**config.mk**
```make
export PLATFORM = sky130hd
export DESIGN_NAME = frame_writer
export DESIGN_NICKNAME = d
export VERILOG_FILES = /design/src/rtl/frame_writer_pkg.sv /design/src/rtl/frame_writer.sv
export SDC_FILE = /design/constraint.sdc
export NUM_CORES = 1
export LEC_CHECK = 0
export CAP_MARGIN = 20
export CORE_UTILIZATION = 41
export DETAILED_ROUTE_END_ITERATION = 8
export PLACE_DENSITY = 0.79
export SLEW_MARGIN = 20
export SYNTH_ARGS = -nofsm -noshare
export SYNTH_HDL_FRONTEND = slang
export SYNTH_SLANG_ARGS = --single-unit
```
**constraint.sdc**
```tcl
create_clock -name clk -period 1.25 [get_ports clk]
set_clock_uncertainty 0.1 [all_clocks]
set_input_delay 0.25 -clock clk [delete_from_list [all_inputs] [get_ports clk]]
set_output_delay 0.25 -clock clk [all_outputs]
set_load 0.005 [all_outputs]
```
**src/rtl/frame_writer_pkg.sv**
```systemverilog
// Shared encodings for the ping-pong frame writer: bank states, writer states
// and the offset bit-reverse helper used when FRAME_WRITER_BITREV_EN is defined.
package frame_writer_pkg;

    typedef enum logic [1:0] {
        BankFree    = 2'd0,
        BankFilling = 2'd1,
        BankFull    = 2'd2
    } bank_st_e;

    typedef enum logic {
        StWrite = 1'b0,
        StStall = 1'b1
    } wr_st_e;

    // Reverse the low 'width' bits of value; bits above width come back as zero.
    function automatic logic [31:0] bit_reverse(input logic [31:0] value,
                                                input int unsigned width);
        logic [31:0] result;
        result = '0;
        for (int i = 0; i < 32; i++) begin
            if (i < int'(width)) begin
                result[int'(width) - 1 - i] = value[i];
            end
        end
        return result;
    endfunction

endpackage

```
**src/rtl/frame_writer.sv**
```systemverilog
// Ping-pong frame writer sitting directly in front of a two-bank unitRAM.
// Samples stream into one bank until it is full, then the writer flips to the
// other bank or stalls (s_ready=0) until the consumer releases a bank.
// Define FRAME_WRITER_BITREV_EN to write offsets in bit-reversed (FFT input) order.
module frame_writer
    import frame_writer_pkg::*;
#(
    parameter int unsigned word_width    = 4,
    parameter int unsigned address_width = 3
) (
    input  logic                     clk,
    input  logic                     rst_n,
    input  logic                     s_valid,
    output logic                     s_ready,
    input  logic [word_width-1:0]    s_data,
    output logic                     wr_en,
    output logic [address_width-1:0] wr_address,
    output logic [word_width-1:0]    wr_data,
    output logic                     frame_valid,
    output logic                     frame_bank,
    input  logic                     frame_release
);

    localparam int unsigned OffW = address_width - 1;

    bank_st_e                 bank_q [2];
    bank_st_e                 bank_d [2];
    wr_st_e                   st_q, st_d;
    logic                     wr_bank_q, wr_bank_d;
    logic [OffW-1:0]          off_q, off_d;
    logic [OffW-1:0]          off_out;
    logic                     wr_en_q;
    logic [address_width-1:0] wr_addr_q;
    logic [word_width-1:0]    wr_data_q;
    logic                     full0, full1, fb, xfer, rel;

    // Consumer-facing status, derived from registered bank state only.
    always_comb begin
        full0   = (bank_q[0] == BankFull);
        full1   = (bank_q[1] == BankFull);
        // Both full only happens in STALL, where wr_bank_q names the blocked
        // (older) bank; otherwise the single full bank is the one presented.
        fb      = (full0 && full1) ? wr_bank_q : full1;
        s_ready = (st_q == StWrite);
        xfer    = s_valid && s_ready;
        rel     = frame_release && (full0 || full1);
    end

    // Bank bookkeeping and writer next state; release is applied before the
    // transfer so a same-cycle release frees the bank the writer flips into.
    always_comb begin
        bank_d    = bank_q;
        st_d      = st_q;
        wr_bank_d = wr_bank_q;
        off_d     = off_q;
        if (rel) begin
            bank_d[fb] = BankFree;
            if (st_q == StStall) begin
                st_d  = StWrite;
                off_d = '0;
            end
        end
        if (xfer) begin
            if (&off_q) begin
                bank_d[wr_bank_q] = BankFull;
                off_d             = '0;
                wr_bank_d         = ~wr_bank_q;
                st_d              = (bank_d[~wr_bank_q] == BankFree) ? StWrite : StStall;
            end else begin
                bank_d[wr_bank_q] = BankFilling;
                off_d             = off_q + 1'b1;
            end
        end
    end

    // Physical offset ordering within a bank.
    always_comb begin
`ifdef FRAME_WRITER_BITREV_EN
        off_out = OffW'(bit_reverse(32'(off_q), OffW));
`else
        off_out = off_q;
`endif
    end

    // State and registered RAM write port.
    always_ff @(posedge clk or negedge rst_n) begin
        if (!rst_n) begin
            bank_q[0] <= BankFree;
            bank_q[1] <= BankFree;
            st_q      <= StWrite;
            wr_bank_q <= 1'b0;
            off_q     <= '0;
            wr_en_q   <= 1'b0;
            wr_addr_q <= '0;
            wr_data_q <= '0;
        end else begin
            bank_q[0] <= bank_d[0];
            bank_q[1] <= bank_d[1];
            st_q      <= st_d;
            wr_bank_q <= wr_bank_d;
            off_q     <= off_d;
            wr_en_q   <= xfer;
            if (xfer) begin
                wr_addr_q <= {wr_bank_q, off_out};
                wr_data_q <= s_data;
            end
        end
    end

    // Output mapping.
    always_comb begin
        wr_en       = wr_en_q;
        wr_address  = wr_addr_q;
        wr_data     = wr_data_q;
        frame_valid = full0 || full1;
        frame_bank  = fb;
    end

endmodule

```
## After elaboration in Yosys (flattened, before gate mapping)

Cells that the tools add are included.

- Eq/ne operators: 2
- $lt $le $gt $ge: 5
- Add/sub/neg operators: 1
- Muxes and demuxes: 19
- Reductions and logical operators: 12
- Bitwise logic cells: 13

Operator list:

| operator | count |
|---|---|
| $mux 2 | 9 |
| $mux 4 | 3 |
| $ge 2x2->1 const B | 3 |
| $not 1->2 | 3 |
| $logic_and 1x1->1 | 5 |
| $mux 1 | 5 |
| $and 2x2->2 | 2 |
| $and 4x4->4 | 1 |
| $demux 2 s1 | 2 |
| $eq 2x2->1 const B | 2 |
| $lt 2x1->1 const B | 2 |
| $not 2->2 | 2 |
| $not 4->4 | 1 |
| $or 2x2->2 | 2 |
| $reduce_and 2->1 | 2 |
| $reduce_bool 2->1 | 2 |
| $reduce_and 3->1 | 1 |
| $add 2x1->2 const B | 1 |
| $logic_not 2->1 | 1 |
| $not 1->1 | 2 |
| $logic_or 1x1->1 | 1 |

- Input bits: 8
- Output and inout port bits: 11
- Flip-flop bits (word level): 16

## Logic depth before layout (Yosys ltp)

Gate-level depths: netlist of run 1.

- Depth in word-level cells: 19
- Depth in mapped cells: 5
- Mapped depth without buffers: 5

## Least setup slack after synthesis of run 1

Ideal clock, no wire load.

- Path kind: register -> register
- Start: register st_q
- End: register st_q
- Library setup time: 0.086 ns
- Setup slack: -0.038 ns
- Stages on the path, launching flop included: 6
- Required time: 1.064 ns
- Arrival time: 1.102 ns
- Cells stage by stage: dfrtp_1 > nand2b_4 > inv_6 > nand2_4 > a311o_1 > a32oi_1

- Cells in the longest elaborated chain, start to end: 3
- Elaborated cells on any way between the ends: 5

Ends and longest elaborated chain:

| item | line | source |
|---|---|---|
| from (decl) | frame_writer.sv:28 | `wr_st_e st_q, st_d;` |
| from (signal assigned) | frame_writer.sv:90 | `st_q <= StWrite;` |
| from (signal assigned) | frame_writer.sv:99 | `st_q <= st_d;` |
| $not 1->1 | frame_writer.sv:44 | `s_ready = (st_q == StWrite);` |
| $logic_and 1x1->1 | frame_writer.sv:45 | `xfer = s_valid && s_ready;` |
| net xfer | frame_writer.sv:35 | `logic full0, full1, fb, xfer, rel;` |
| $mux 1 | frame_writer.sv:63 | `if (xfer) begin` |
| net st_d | frame_writer.sv:28 |  |

The timed path passes the listed nets, and every way through them passes these cells.
A chain may end at the register's enable or synchronous reset.

## Worst setup path in the final report of run 1

- Start: register bank_q[0] (netlist name)
- End: output port frame_bank

- Cells in the longest elaborated chain, start to end: 3

Ends and longest elaborated chain:

| item | line | source |
|---|---|---|
| from (decl) | frame_writer.sv:26 | `bank_st_e bank_q [2];` |
| $eq 2x2->1 (*) | frame_writer.sv:40 | `full1 = (bank_q[1] == BankFull);` |
| $logic_and 1x1->1 | frame_writer.sv:43 | `fb = (full0 && full1) ? wr_bank_q : full1;` |
| $mux 1 (*) | frame_writer.sv:43 |  |
| to (decl) | frame_writer.sv:20 | `output logic frame_bank,` |

Mark *: on every way between the ends. The rest lies on a longest branch, timed or not.

==> flow_metrics.py, run 1 <==
metrics = {
    "status": {
        "status": "complete, but fails checks",
        "violations": "setup timing",
    },
    "synthesis": {
        "yosys-top-cells-area": "dfrtp_1 55%, nand2_1 12%, nor2_1 3.1%, mux2i_1 2.7%, nand2b_1 2.6%",
        "synth_warnings": 0,
        "async_reset_ff_share_pct": 100,
        "ys_ff_latch": 16,
        "synth_edf_count": 0,
        "yosysSeqAreaShare_pct": 54.5,
        "synth_nets": 86,
        "synthCells": 77,
        "synth_top_area_share_pct": 54.5,
        "synth_top_cell_by_area": "dfrtp_1",
        "synthDistinctLibCells": 24,
        "synth_top_flop_cell": "dfrtp_1",
        "syn_area_per_cell_um2": 9.54,
        "synthesis.area_um2": 734,
    },
    "cts": {
        "hold_buffers": 0,
        "numCtsBuffers": 3,
        "cts_tree": "yes",
        "cts_max_level": 1,
        "clock_sink_count": 16,
        "clk_pin_slew_ns": 0.10,
        "clockBufferDepth": 2,
        "clock_latency_ns": 0.30,
        "clock-root-buffer": "clkbuf_4",
    },
    "setup_path": {
        "crit_buf_inv": 2,
        "rr_startpoint": "st_q",
        "critPathTopFamily": "flip-flops",
        "r2r_cells": 6,
        "crit_path_top_delay_cell": "dfrtp_1",
        "worstPathRequired_ns": 0.90,
        "end_kind": "primary output",
        "r2r_setup_slack_ns": -0.21,
        "cp.arrival_ns": 1.20,
        "startpoint_type": "flop",
        "rr_endpoint": "st_q",
        "criticalPathCategory": "reg2out",
        "max_stage_delay_ns": 0.41,
        "cp_cell_sequence": "buf_6, nor2b_4, o21a_1, buf_2",
        "critPathMaxFanout": 2,
        "critical_path_cell_count": 4,
    },
    "sta": {
        "maxSlewHeadroom_pct": 85.2,
        "setup_violations": 17,
        "worstMarginPinSlew_ns": 0.221,
        "timing.final.ws_setup_ns": -0.303,
        "rsz0062_at_grt": "yes",
        "finalHoldViolCount": 0,
        "period_share_pct": 124,
        "layout_min_cycle_time_ns": 1.55,
        "fmax_mhz": 644,
        "final_max_slew_viol_count": 0,
    },
    "global_routing": {
        "grt_overflow": 0,
        "grt_max_degree": 17,
        "track_usage_pct": 23.1,
        "antenna_found_initial": 0,
        "grt_pass1_vias": 751,
        "grt_first_pass_wirelength_um": 3250,
    },
    "place": {
        "placement.io_buffers": 18,
        "pre_cts_slack_ns": -0.363,
        "routabilityCongestion": 0.860,
        "hpwl_um": 1310,
        "dp_cells": 134,
        "dpl-instance-area_um2": 1060,
    },
    "floorplan": {
        "die_width_um": 44.3,
        "io_pins": 19,
        "die_h_um": 44.3,
        "coreArea_um2": 1590,
        "die_area_um2": 1960,
        "rows": 14,
        "start_util_pct": 46.1,
    },
    "detailed_routing": {
        "vias": 809,
        "dr.first_iter.drc_count": 12,
        "drt-vias-per-instance": 5.12,
        "first_pass_iters": 4,
        "wirelength_um": 2520,
        "wl_per_cell_um": 15.9,
        "drc": 0,
        "ant_nets": 0,
    },
    "pwr": {
        "peakVddDrop_v": 0.00167,
        "p_per_area_nw_per_um2": 2240,
        "total_power_uw": 3120,
        "p_leak_uw": 0.000718,
    },
    "finish": {
        "num-nets-final": 144,
        "diodes": 0,
        "fillCellCount": 82,
        "drive_gt1_share_pct": 59.7,
        "final_area_um2": 1390,
        "area_growth_pct": 89.6,
        "final_cells": 158,
    },
    "worst_hold_path": {
        "hold_class": "in2async",
    },
    "flow_run": {
        "drv_cap": 0,
    },
}
routing by layer:
| metal | up-vias | GRT usage (%) | share of wire, % |
|---|---|---|---|
| li1 | 374 | - | - |
| met1 | 399 | 28.0 | 40 |
| met2 | 27 | 41.5 | 54 |
| met3 | 9 | 4.08 | 3.1 |
| met4 | 0 | 7.27 | 2.9 |
| met5 | - | 0 | 0 |
registers in the layout, summed over array words and instances, names as in the netlist:
register	count
st_q	1
wr_data	4
wr_bank_q	1
bank_q	4
wr_en	1
off_out	2
wr_address	3
stage by stage:
| step | util [%] | TNS, ns | hold WS [ns] |
|---|---|---|---|
| final | 87.4 | -1.62 | 0.206 |
| after global routing | 87.4 | -2.09 | 0.211 |
| after CTS | 78.1 | -0.728 | 0.166 |
| after detailed placement | 66.6 | -3.25 | 0.363 |
| after global placement | 66.6 | -2.93 | 0.358 |
| after floorplan | - | -0.0283 | -0.146 |
synthesized netlist by cell type (2+ instances only):
cell,instances
o22ai_1,2
o21ai_0,3
dfrtp_1,16
nor2_1,6
a21oi_1,3
mux2i_1,2
buf_2,2
nand2_1,24
nand2b_1,3
inv_1,2
timing repair:
action | CTS | global route
gates resized for setup | 50 | 34
endpoints found under the hold margin | 0 | 0
pin swaps | 5 | 10
endpoints found under the setup margin | 15 | 23
buffers inserted | 13 | 7
cloned | 0 | 1
worst register-to-register path, cell delays in order (launching register included):
cell	delay (ns)
dfrtp_1	0.42
buf_6	0.13
nand2b_4	0.16
clkinv_4	0.07
nand2_4	0.05
a311o_1	0.29
a32oi_1	0.16
final cells by class:
class | instances | area [µm²] | share of cell area [%]
timing repair buffer | 55 | 474 | 34.1
sequential | 16 | 400 | 28.8
clock buffer | 4 | 36.3 | 2.61
inverter | 3 | 16.3 | 1.17
tap | 24 | 30.0 | 2.16
multi-input combinational | 56 | 435 | 31.3
layout by cell type (no fill, tap or decap), drive strengths merged:
cell type and n:
mux2i 2, and3 1, a311o 1, o22ai 2
clkinv 1, clkbuf 11, clkdlybuf4s50 7, nor2 6
o21ai 3, dfrtp 16, clkdlybuf4s15 1, nand2 25
inv 2, a21bo 1, nor2b 1, a32oi 1
a21oi 3, o21a 1, nor3 1, a31o 1
xnor2 1, nand3 1, buf 40, nand2b 4
ha 1
report_power, final:
part           internal, µW  total, µW  switching, µW  leakage, µW
Sequential              743        893            149     0.000193
Combinational          1040       1870            829     0.000504
Clock                   178        360            182    0.0000210
how the worst max path moves through the flow:
stage	from	end
2_1_floorplan	st_q	st_q
3_3_place_gp	s_valid	st_q
3_5_place_dp	s_valid	st_q
4_1_cts	bank_q[0]	frame_bank
5_1_grt	bank_q[0]	frame_bank
6_report	bank_q[0]	frame_bank
logic make-up after synthesis:
| group | after synthesis | synth area share, % |
|---|---|---|
| and+or+nand+nor | 39 | 24.4 |
| DFF | 16 | 54.5 |
| AOI/OAI and AO/OA | 13 | 11.9 |
| buffers and inverters | 5 | 3.58 |
| muxes | 2 | 2.73 |
| xor gates and xnor gates | 1 | 1.19 |
| adders and majority gates | 1 | 1.70 |
Note: power is estimated with default switching activity, not from simulation.
==> run 2: changes to the inputs <==
- CORE_UTILIZATION: 41 -> 46
- PLACE_DENSITY: 0.79 -> 0.83
- clock period: 1.25 -> 1.5 ns (I/O delays scaled with it)
==> run 2 against run 1 <==
Compared with the run above:
- the run still ends with setup timing left
- die area is 10% lower
- total power is 38% lower
- final cell count is 17% lower
- non-clock buffer count is 18 lower
- highest routed layer unchanged
==> flow_metrics.py, run 2 (synthesized netlist as in run 1, its figures left out) <==
metrics = {
    "cts": {
        "cts_max_level": 1,
        "clock-root-buffer": "clkbuf_4",
        "clockBufferDepth": 2,
        "numCtsBuffers": 3,
        "clk_pin_slew_ns": 0.09,
        "hold_buffers": 0,
        "cts_tree": "yes",
        "clock_sink_count": 16,
        "clock_latency_ns": 0.29,
    },
    "floorplan": {
        "die_width_um": 42.0,
        "io_pins": 19,
        "coreArea_um2": 1510,
        "rows": 14,
        "die_area_um2": 1760,
        "die_h_um": 42.0,
        "start_util_pct": 48.8,
    },
    "flow_run": {
        "drv_cap": 0,
    },
    "global_routing": {
        "grt_max_degree": 17,
        "grt_pass1_vias": 680,
        "antenna_found_initial": 0,
        "track_usage_pct": 22.1,
        "grt_overflow": 0,
        "grt_first_pass_wirelength_um": 2910,
    },
    "setup_path": {
        "criticalPathCategory": "reg2out",
        "worstSetupEndpoint": "frame_bank",
        "r2r_setup_slack_ns": 0.07,
        "startpoint_type": "flop",
        "rr_endpoint": "st_q",
        "cp_cell_sequence": "nor2b_2, o21a_1, buf_2",
        "max_stage_delay_ns": 0.39,
        "crit_start": "bank_q[1]",
        "critPathMaxFanout": 2,
        "end_kind": "primary output",
        "cp.arrival_ns": 1.13,
        "rr_startpoint": "st_q",
        "r2r_cells": 6,
        "crit_path_top_delay_cell": "dfrtp_1",
        "worstPathRequired_ns": 1.10,
    },
    "place": {
        "placement.io_buffers": 18,
        "hpwl_um": 1190,
        "routabilityCongestion": 0.872,
        "dp_cells": 121,
    },
    "finish": {
        "diodes": 0,
        "final_cells": 131,
        "final_common_cell": "nand2_1",
        "area_growth_pct": 49.4,
        "layout_common_cells": "24 x nand2_1, 17 x buf_4, 16 x dfrtp_1",
        "drive_gt1_share_pct": 27.8,
        "num-nets-final": 126,
    },
    "detailed_routing": {
        "vias": 671,
        "wl_per_cell_um": 13.4,
        "wirelength_um": 1760,
        "dr.first_iter.drc_count": 9,
        "drc": 0,
        "first_pass_iters": 4,
        "ant_nets": 0,
        "drt-vias-per-instance": 5.12,
    },
    "sta": {
        "setup_violations": 1,
        "final_max_slew_viol_count": 0,
        "maxSlewHeadroom_pct": 86.0,
        "fmax_mhz": 654,
        "rsz0062_at_grt": "yes",
        "finalHoldViolCount": 0,
        "worstMarginPinSlew_ns": 0.210,
        "tns_ns": -0.0283,
        "layout_min_cycle_time_ns": 1.53,
        "timing.final.ws_setup_ns": -0.0283,
        "period_share_pct": 102,
    },
    "status": {
        "violations": "setup timing",
        "status": "complete, but fails checks",
    },
    "pwr": {
        "p_leak_uw": 0.000579,
        "p_per_area_nw_per_um2": 1770,
        "peakVddDrop_v": 0.000984,
    },
    "worst_hold_path": {
        "hold_class": "in2async",
    },
}
[run 2: report_power, final]
group	switching, µW	internal (µW)
clock network	133	93.4
registers	121	619
logic	436	535
[run 2: how the worst min path moves through the flow]
stage	startpoint	endpoint	slack, ns	cells after the start
6_report	rst_n	wr_data[2]	0.23	2
5_1_grt	rst_n	wr_data[2]	0.25	2
4_1_cts	rst_n	wr_data[2]	0.23	2
3_5_place_dp	wr_data[3]	wr_data[3]	0.36	2
3_3_place_gp	wr_data[2]	wr_data[2]	0.36	2
2_1_floorplan	rst_n	bank_q[0]	-0.1	0
[run 2: what timing repair did]
item                       CTS  global route
setup endpoints to repair   11             3
setup buffers                4             3
pin swaps                    0             2
resized for setup           18             6
[run 2: area by class of cell]
cell class / instances / area (µm²)
multi-input combinational: 56 / 328
tap: 16 / 20.0
timing repair buffer: 37 / 310
fill: 124 / 409
inverter: 3 / 16.3
sequential: 16 / 400
clock buffer: 3 / 22.5
[run 2: worst max-delay path: cells and delay by family, from the launching register on]
family,cells,cell delay [ns]
DFF,1,0.39
and+or+nand+nor,1,0.19
AOI/OAI and AO/OA,1,0.15
buffers and inverters,1,0.11
[run 2: routing by layer]
metal	up-vias	wire length, µm	track usage, %
met5	-	0	0
met4	0	23	11.0
met3	3	89	4.35
met2	24	869	37.5
met1	310	776	26.6
li1	334	-	-
[run 2: per-stage QoR]
| stage | total power (µW) | worst slack, ns | hold slack [ns] | util, % | area [µm²] |
|---|---|---|---|---|---|
| floorplan | 1160 | 0.212 | -0.0956 | - | 734 |
| CTS | 1860 | -0.0320 | 0.234 | 71.0 | 1070 |
| finish | 1940 | -0.0283 | 0.225 | 72.8 | 1100 |
| detailed placement | 1630 | -0.152 | 0.362 | 67.4 | 1010 |
| global route | 2090 | -0.101 | 0.252 | 72.8 | 1100 |
| global placement | 1590 | -0.113 | 0.356 | 67.4 | 1010 |
==> run 3: changes to the inputs <==
- CORE_MARGIN: not set -> 2
==> run 3 against run 2 <==
Compared with the run above:
- the run still ends with setup timing left
- first-iteration DRC count up 33%
- sequential power about the same
- wire length rose by 8.7%
- register-to-register slack is essentially flat
- critical path depth grew 1
- setup slack got worse by 0.089 ns
- maximum frequency is 5.5% lower
- non-clock buffer count is 6 higher
- die area is 9.8% higher
- via count increased by 4.8%
- clock-buffer cell count did not move
- global-route usage increased by 0.67 points
- critical path type unchanged
- critical endpoint unchanged
==> flow_metrics.py, run 3 (synthesized netlist as in run 1, its figures left out) <==
metrics = {
    "finish": {
        "drive_gt1_share_pct": 31.4,
        "area_growth_pct": 56.6,
        "layout_common_cells": "23 x nand2_1, 23 x buf_4, 16 x dfrtp_1",
        "diodes": 0,
        "post-route-util_pct": 76.3,
        "num-nets-final": 132,
    },
    "floorplan": {
        "die_h_um": 44.0,
        "start_util_pct": 48.8,
        "rows": 14,
        "coreArea_um2": 1510,
        "io_pins": 19,
        "die_area_um2": 1930,
        "die_width_um": 44.0,
    },
    "setup_path": {
        "max_stage_delay_ns": 0.40,
        "end_kind": "primary output",
        "cp_cell_sequence": "buf_6, nor2b_4, o21a_1, buf_2",
        "crit_path_top_delay_cell": "dfrtp_1",
        "rr_endpoint": "st_q",
        "rr_startpoint": "st_q",
        "critPathMaxFanout": 2,
        "r2r_cells": 6,
        "startpoint_type": "flop",
        "crit_buf_inv": 2,
        "criticalPathCategory": "reg2out",
        "worstPathRequired_ns": 1.10,
        "critPathTopFamily": "flip-flops",
        "cp.arrival_ns": 1.22,
        "r2r_setup_slack_ns": 0.08,
    },
    "pwr": {
        "p_per_area_nw_per_um2": 1730,
        "peakVddDrop_v": 0.000965,
        "total_power_uw": 1990,
        "p_leak_uw": 0.000625,
    },
    "place": {
        "hpwl_um": 1220,
        "routabilityCongestion": 0.865,
        "placement.io_buffers": 18,
        "pre_cts_slack_ns": -0.137,
    },
    "global_routing": {
        "grt_max_degree": 17,
        "grt_overflow": 0,
        "grt_first_pass_wirelength_um": 3210,
        "antenna_found_initial": 0,
        "grt_pass1_vias": 744,
        "track_usage_pct": 22.8,
    },
    "detailed_routing": {
        "wl_per_cell_um": 13.9,
        "wirelength_um": 1910,
        "vias": 703,
        "first_pass_iters": 4,
        "drt-vias-per-instance": 5.13,
        "ant_nets": 0,
        "drc": 0,
        "dr.first_iter.drc_count": 12,
    },
    "status": {
        "status": "complete, but fails checks",
        "violations": "setup timing",
    },
    "cts": {
        "numCtsBuffers": 3,
        "clock-root-buffer": "clkbuf_4",
        "cts_tree": "yes",
        "clock_latency_ns": 0.27,
        "hold_buffers": 0,
        "clk_pin_slew_ns": 0.09,
        "cts_max_level": 1,
        "clockBufferDepth": 2,
        "clock_sink_count": 16,
    },
    "sta": {
        "layout_min_cycle_time_ns": 1.62,
        "timing.final.ws_setup_ns": -0.118,
        "fmax_mhz": 618,
        "maxSlewHeadroom_pct": 84.4,
        "setup_violations": 1,
        "finalHoldViolCount": 0,
        "worstMarginPinSlew_ns": 0.234,
        "period_share_pct": 108,
        "final_max_slew_viol_count": 0,
        "rsz0062_at_grt": "yes",
    },
    "worst_hold_path": {
        "hold_class": "in2async",
    },
    "flow_run": {
        "drv_cap": 0,
    },
}
==> run 3: changes by cell type in the layout (fill, tap and decap cells not counted), sizes merged <==
cell and change:
dlymetal6s2s +1, inv +1, clkinv -1, buf +7
clkdlybuf4s15 -1, clkbuf -1
==> run 3: how the worst max path moves through the flow <==
| stage | from | to | slack (ns) | cells past startpoint |
|---|---|---|---|---|
| after global placement | s_valid | st_q | -0.11 | 6 |
| after CTS | bank_q[0] | frame_bank | -0.05 | 4 |
| after floorplan | st_q | st_q | 0.21 | 5 |
| after detailed placement | s_valid | st_q | -0.14 | 6 |
| after global routing | bank_q[0] | frame_bank | -0.18 | 4 |
| final | bank_q[0] | frame_bank | -0.12 | 4 |
==> run 3: power by group <==
part,total [µW],internal (µW),switching (µW)
logic,1030,576,454
clock network,216,92.8,123
registers,742,619,123
total,1990,1290,700
==> run 3: repair_timing <==
| action | in CTS | in global routing |
|---|---|---|
| endpoints found under the setup margin | 10 | 3 |
| pin swaps | 1 | 1 |
| endpoints found under the hold margin | 0 | 0 |
| gates resized for setup | 22 | 2 |
| setup buffers | 11 | 1 |
==> run 3: area by class of cell <==
cell class	instances	area [µm²]
tap	16	20.0
clock buffer	3	22.5
fill	109	357
inverter	3	16.3
timing repair buffer	43	358
multi-input combinational	56	333
sequential	16	400
==> run 3: through the flow <==
stage,cell area [µm²],cells,setup TNS [ns],hold WS (ns)
after CTS,1160,139,-0.0606,0.241
final,1150,137,-0.118,0.239
after detailed placement,1040,125,-0.377,0.362
after floorplan,734,77,0,-0.0956
after global placement,1040,125,-0.257,0.356
after global routing,1150,137,-0.179,0.269
==> run 3: layer usage <==
| metal | up-vias | wire (µm) | GRT usage (%) |
|---|---|---|---|
| li1 | 346 | - | - |
| met1 | 327 | 812 | 27.6 |
| met2 | 28 | 1000 | 40.9 |
| met3 | 2 | 85 | 2.92 |
| met4 | 0 | 10 | 8.48 |
| met5 | - | 0 | 0 |
